<file path="src/rtl/baud_sched.sv">
// Round-robin scheduler sharing one baud tick generator between NREQ serializers.
// Optional BAUD_SCHED_SKIP_SAME_RATE_EN: same-rate grants skip the generator restart.
module baud_sched #(
  parameter int NREQ = 2,
  parameter int LENW = 8
) (
  input  logic                 Clk,
  input  logic                 ResetN,
  input  logic [NREQ-1:0]      req,
  input  logic [2*NREQ-1:0]    rate,
  input  logic [LENW*NREQ-1:0] len,
  input  logic                 tick_in,
  output logic [1:0]           gen_ctrl,
  output logic                 gen_rst_n,
  output logic [NREQ-1:0]      grant,
  output logic [NREQ-1:0]      tick_out,
  output logic [NREQ-1:0]      done,
  output logic                 busy
);

  localparam int IW = (NREQ > 1) ? $clog2(NREQ) : 1;

  typedef enum logic [1:0] {IDLE, SWITCH, RUN} state_t;

  state_t            state_q, state_d;
  logic [1:0]        gen_ctrl_q, gen_ctrl_d;
  logic              gen_rst_n_q, gen_rst_n_d;
  logic [NREQ-1:0]   grant_q, grant_d;
  logic [NREQ-1:0]   done_q, done_d;
  logic [LENW-1:0]   cnt_q, cnt_d;
  logic [IW-1:0]     last_q, last_d;
  logic [IW-1:0]     win_q, win_d;

  logic [IW-1:0]     pick;
  logic              found;
  logic [1:0]        pick_rate;
  logic [LENW-1:0]   pick_len;
  logic              skip_switch;

  // Search starts just after the previous winner so a requester that keeps
  // req high is re-granted only when nobody else is waiting.
  always_comb begin
    int idx;
    pick  = last_q;
    found = 1'b0;
    idx   = 0;
    for (int k = 1; k <= NREQ; k++) begin
      idx = int'(last_q) + k;
      if (idx >= NREQ) idx = idx - NREQ;
      if (!found && req[idx]) begin
        found = 1'b1;
        pick  = IW'(idx);
      end
    end
  end

  assign pick_rate = rate[2*pick +: 2];
  assign pick_len  = (len[LENW*pick +: LENW] == '0) ? LENW'(1) : len[LENW*pick +: LENW];

`ifdef BAUD_SCHED_SKIP_SAME_RATE_EN
  assign skip_switch = (pick_rate == gen_ctrl_q);
`else
  assign skip_switch = 1'b0;
`endif

  always_comb begin
    state_d     = state_q;
    gen_ctrl_d  = gen_ctrl_q;
    gen_rst_n_d = 1'b1;
    grant_d     = grant_q;
    done_d      = '0;
    cnt_d       = cnt_q;
    last_d      = last_q;
    win_d       = win_q;
    case (state_q)
      IDLE: begin
        if (found) begin
          grant_d       = '0;
          grant_d[pick] = 1'b1;
          win_d         = pick;
          gen_ctrl_d    = pick_rate;
          cnt_d         = pick_len;
          if (skip_switch) begin
            state_d = RUN;
          end else begin
            state_d     = SWITCH;
            gen_rst_n_d = 1'b0;
          end
        end
      end
      SWITCH: state_d = RUN;
      RUN: begin
        // Losing the request wins over a coincident final tick: no done.
        if (!req[win_q]) begin
          grant_d = '0;
          last_d  = win_q;
          cnt_d   = '0;
          state_d = IDLE;
        end else if (tick_in) begin
          if (cnt_q == LENW'(1)) begin
            done_d[win_q] = 1'b1;
            grant_d       = '0;
            last_d        = win_q;
            cnt_d         = '0;
            state_d       = IDLE;
          end else begin
            cnt_d = cnt_q - LENW'(1);
          end
        end
      end
      default: state_d = IDLE;
    endcase
  end

  always_ff @(posedge Clk or negedge ResetN) begin
    if (!ResetN) begin
      state_q     <= IDLE;
      gen_ctrl_q  <= 2'b00;
      gen_rst_n_q <= 1'b0;
      grant_q     <= '0;
      done_q      <= '0;
      cnt_q       <= '0;
      last_q      <= IW'(NREQ - 1);
      win_q       <= '0;
    end else begin
      state_q     <= state_d;
      gen_ctrl_q  <= gen_ctrl_d;
      gen_rst_n_q <= gen_rst_n_d;
      grant_q     <= grant_d;
      done_q      <= done_d;
      cnt_q       <= cnt_d;
      last_q      <= last_d;
      win_q       <= win_d;
    end
  end

  assign gen_ctrl  = gen_ctrl_q;
  assign gen_rst_n = gen_rst_n_q;
  assign grant     = grant_q;
  assign done      = done_q;
  assign busy      = (state_q != IDLE);
  assign tick_out  = grant_q & {NREQ{tick_in && (state_q == RUN)}};

endmodule

</file>
<file path="config.mk">
export PLATFORM = sky130hd
export DESIGN_NAME = baud_sched
export DESIGN_NICKNAME = d
export VERILOG_FILES = /design/src/rtl/baud_sched.sv
export SDC_FILE = /design/constraint.sdc
export NUM_CORES = 1
export LEC_CHECK = 0
export CORE_ASPECT_RATIO = 1.2
export CORE_MARGIN = 5
export CORE_UTILIZATION = 40
export DETAILED_ROUTE_END_ITERATION = 10
export PLACE_DENSITY = 0.7
export SKIP_CTS_REPAIR_TIMING = 1
export SLEW_MARGIN = 40
export SYNTH_ARGS = -nofsm -noshare
export SYNTH_HDL_FRONTEND = slang
export SYNTH_SLANG_ARGS = --single-unit
</file>
<file path="constraint.sdc">
create_clock -name Clk -period 2.3 [get_ports Clk]
set_input_delay 0.345 -clock Clk [delete_from_list [all_inputs] [get_ports Clk]]
set_output_delay 0.345 -clock Clk [all_outputs]
set_load 0.01 [all_outputs]
</file>
==> impl_table.tex <==
\begin{tabular}{lr}
\hline
Metric & Value \\
\hline
\multicolumn{2}{l}{\textbf{Status}} \\
Status & complete, no violations \\
\multicolumn{2}{l}{\textbf{Clock tree}} \\
Clock tree from TritonCTS & done \\
Cell at the root of the clock tree & clkbuf\_4 \\
Num CTS Buffers & 3 \\
Register clock-pin slew on the reported worst setup and hold paths & 120 ps \\
Sinks on the clock net & 19 \\
Number of levels in the clock H-tree & 1 \\
Clk\_lat worst skew & 300 ps \\
Buffers from clock root to sink, at most & 2 \\
\multicolumn{2}{l}{\textbf{STA}} \\
Maximum achievable frequency & 469 MHz \\
Number of max-slew violations in the final report & 0 \\
Number of endpoints failing setup at the final stage & 0 \\
Final total negative setup slack & 0 ps \\
Final setup skew & 7.38 ps \\
Relative slew margins & 72.6\% \\
Post-layout minimum cycle time & 2130 ps \\
Ratio of final minimum period to clock period & 92.7\% \\
Setup repair after global routing missed its margin & no \\
Worst setup margin & 167 ps \\
Actual slew at the worst max-slew pin & 407 ps \\
Fin. Hold Viols & 0 \\
\multicolumn{2}{l}{\textbf{Floorplanning}} \\
Die outline height & 69.0 um \\
Die X & 59.1 um \\
\# IOs & 35 \\
Full die area & 4080 um\^{}2 \\
Core Area & 2790 um\^{}2 \\
Effective utilization at floorplan & 41.6\% \\
Num rows & 21 \\
\multicolumn{2}{l}{\textbf{Route}} \\
Metal3 WL & 90 um \\
Met2 Wirelength & 1.48 mm \\
Number of search-and-repair iterations in the first detailed-routing pass & 4 \\
Detailed-route vias per instance & 5.50 \\
Top routing layer in use & met4 \\
Via count of the routed design & 1062 \\
M1 wire length & 1.32 mm \\
Post-route DRC violation count & 0 \\
Routed Wire Length & 2.96 mm \\
Antenna violation net count after detailed routing & 0 \\
Routed wire length per instance & 15.3 um \\
Violation count after the first detailed-routing iteration & 10 \\
\multicolumn{2}{l}{\textbf{GRT}} \\
Total routing resource utilization after global routing & 16.5\% \\
Number of global-route vias before repair & 1132 \\
Global-route wire length before repair & 5.05 mm \\
Total global routing overflow & 0 \\
Number of antenna violations at the first check in global routing & 0 \\
Pin count of the biggest net entering global routing & 20 \\
\multicolumn{2}{l}{\textbf{Worst setup path}} \\
Type of the worst setup path & reg -> out \\
Family of cells with the greatest summed delay on the critical path & buffers and inverters \\
Cell with the biggest individual delay on the critical path & clkdlybuf4s50\_1 \\
Data required time of the critical path & 1960 ps \\
Max FO, Critical Path & 6 \\
Data arrival, critical path & 1790 ps \\
Endpoint kind of the worst setup timing path & primary output \\
Worst Path Buf+Inv & 1 \\
Slowest stage delay, CP & 540 ps \\
CP Cell Sequence & nor2b\_4 -> and3\_1 -> clkdlybuf4s50\_1 \\
Critical path startpoint category & register \\
\multicolumn{2}{l}{\textbf{Placed design}} \\
Half-perimeter wire length of the detailed placement result & 2.34 mm \\
\# port buffers & 34 \\
Routability Congestion & 0.827 \\
Placed cell area & 1570 um\^{}2 \\
Post-Place Setup Slack & 171 ps \\
\multicolumn{2}{l}{\textbf{Power and ir drop}} \\
Static leakage & 0.688 nW \\
Power per cell area & 1070 nW/um\^{}2 \\
Worst vdd ir & 0.000623 V \\
Power after layout & 1.71 mW \\
\multicolumn{2}{l}{\textbf{Synthesis}} \\
Synth warnings & 0 \\
Most used standard cell by instance count after synthesis & dfrtp\_1 \\
Syn Inst Count & 118 \\
Number of nets produced by synthesis & 145 \\
Number of enable-type register cells in the synthesized netlist & 0 \\
Post-Synthesis Cell Area & 1160 um\^{}2 \\
Top cell types by occurrence after synthesis & 18 x dfrtp\_1, 9 x inv\_1, 9 x mux2i\_1 \\
Most area-consuming cells after synthesis & dfrtp\_1 39\%, mux2i\_1 7.8\%, a22o\_1 5.3\% \\
Area share of the largest cell type after synthesis & 38.9\% \\
Commonest register cell after synthesis & dfrtp\_1 \\
Post-Syn Area per Cell & 9.82 um\^{}2 \\
Count of different cell masters after synthesis & 40 \\
Register area share after synthesis & 41.1\% \\
Flip-flop and latch count after synthesis & 19 \\
FFs w/ async S/R, synth & 100\% \\
Yosys top cell by area & dfrtp\_1 \\
\multicolumn{2}{l}{\textbf{Hold path}} \\
Worst hold-check path type & in -> async \\
\multicolumn{2}{l}{\textbf{Cells and area}} \\
Area of all placed cells without fillers & 1600 um\^{}2 \\
Area growth from synthesis to final layout & 38.4\% \\
Antenna diode count & 0 \\
Ratio of cells with drive above 1 in the final layout & 13.8\% \\
Final nets & 187 \\
Core utilization of the finished layout & 57.6\% \\
\multicolumn{2}{l}{\textbf{Job}} \\
Max-Cap Viols & 0 \\
\hline
\end{tabular}
-- layout make-up --
| cell class | count | area [um^2] |
|---|---|---|
| clock inverter | 1 | 5.00 |
| inverter | 10 | 37.5 |
| clock buffer | 3 | 22.5 |
| multi-input combinational | 84 | 619 |
| timing repair buffer | 42 | 400 |
| sequential | 19 | 477 |
| fill | 256 | 1180 |
| tap | 34 | 42.5 |
-- worst paths after layout --
path	from	end	slack [ps]	cells past startpoint
worst max-delay path	state_q[1]	tick_out[1]	170	3
worst min register to register	last_q	last_q	510	2
min in group Clk	last_q	last_q	510	2
worst max register to register	cnt_q[1]	cnt_q[2]	230	8
worst min-delay path	ResetN	cnt_q[7]	360	2
max in group asynchronous	ResetN	last_q	1660	2
-- stage by stage --
step / instances / hold slack [ps]
3_5_place_dp: 189 / 487
4_1_cts: 193 / 362
3_3_place_gp: 189 / 487
2_1_floorplan: 118 / 49.4
6_report: 193 / 359
5_1_grt: 193 / 366
-- cell families after synthesis --
group	count (synthesis)	share of synthesized area, %
compound gates	36	23.7
fa+ha+maj	2	2.16
buf+inv	15	6.05
flops	19	41.1
mux	11	10.3
simple gates	35	16.7
-- per-layer routing --
| metal | up-vias | global-route usage (%) |
|---|---|---|
| met5 | - | 0 |
| met4 | 0 | 9.35 |
| met3 | 4 | 2.23 |
| met2 | 23 | 28.5 |
| met1 | 509 | 19.7 |
| li1 | 526 | - |
-- where the power goes --
group | switching [mW] | internal [mW]
sequential | 0.152 | 0.481
combinational | 0.437 | 0.463
clock | 0.113 | 0.0647
-- worst reg2reg max path, stage by stage, from the launching register on --
cell       delay, ps
dfrtp_1          430
inv_1             90
ha_1             130
or4b_4           480
o211ai_2         240
buf_4            200
nor2_1            50
o2bb2ai_1        120
a22o_1           230
-- placed cells by master, fill, tap and decap left out, types with 2 or more instances in the layout --
master / instances
o21ai_0: 4
clkbuf_4: 3
a21oi_1: 4
and3_1: 2
ha_1: 2
nor3_1: 7
clkdlybuf4s50_1: 34
nor2_1: 8
inv_1: 9
or4_1: 3
nand2_1: 6
a22o_1: 7
dfrtp_1: 18
o21ai_1: 6
mux2i_1: 9
buf_4: 8
a31oi_1: 2
nor4_1: 2
nor3b_1: 2
o22ai_1: 2
o32ai_1: 2
-- sequential cells by signal, summed over array words and instances (netlist names) --
signal     count
grant          2
last_q         1
cnt_q          8
gen_rst_n      1
done           2
win_q          1
gen_ctrl       2
state_q        2
Note: power is estimated with default switching activity, not from simulation.
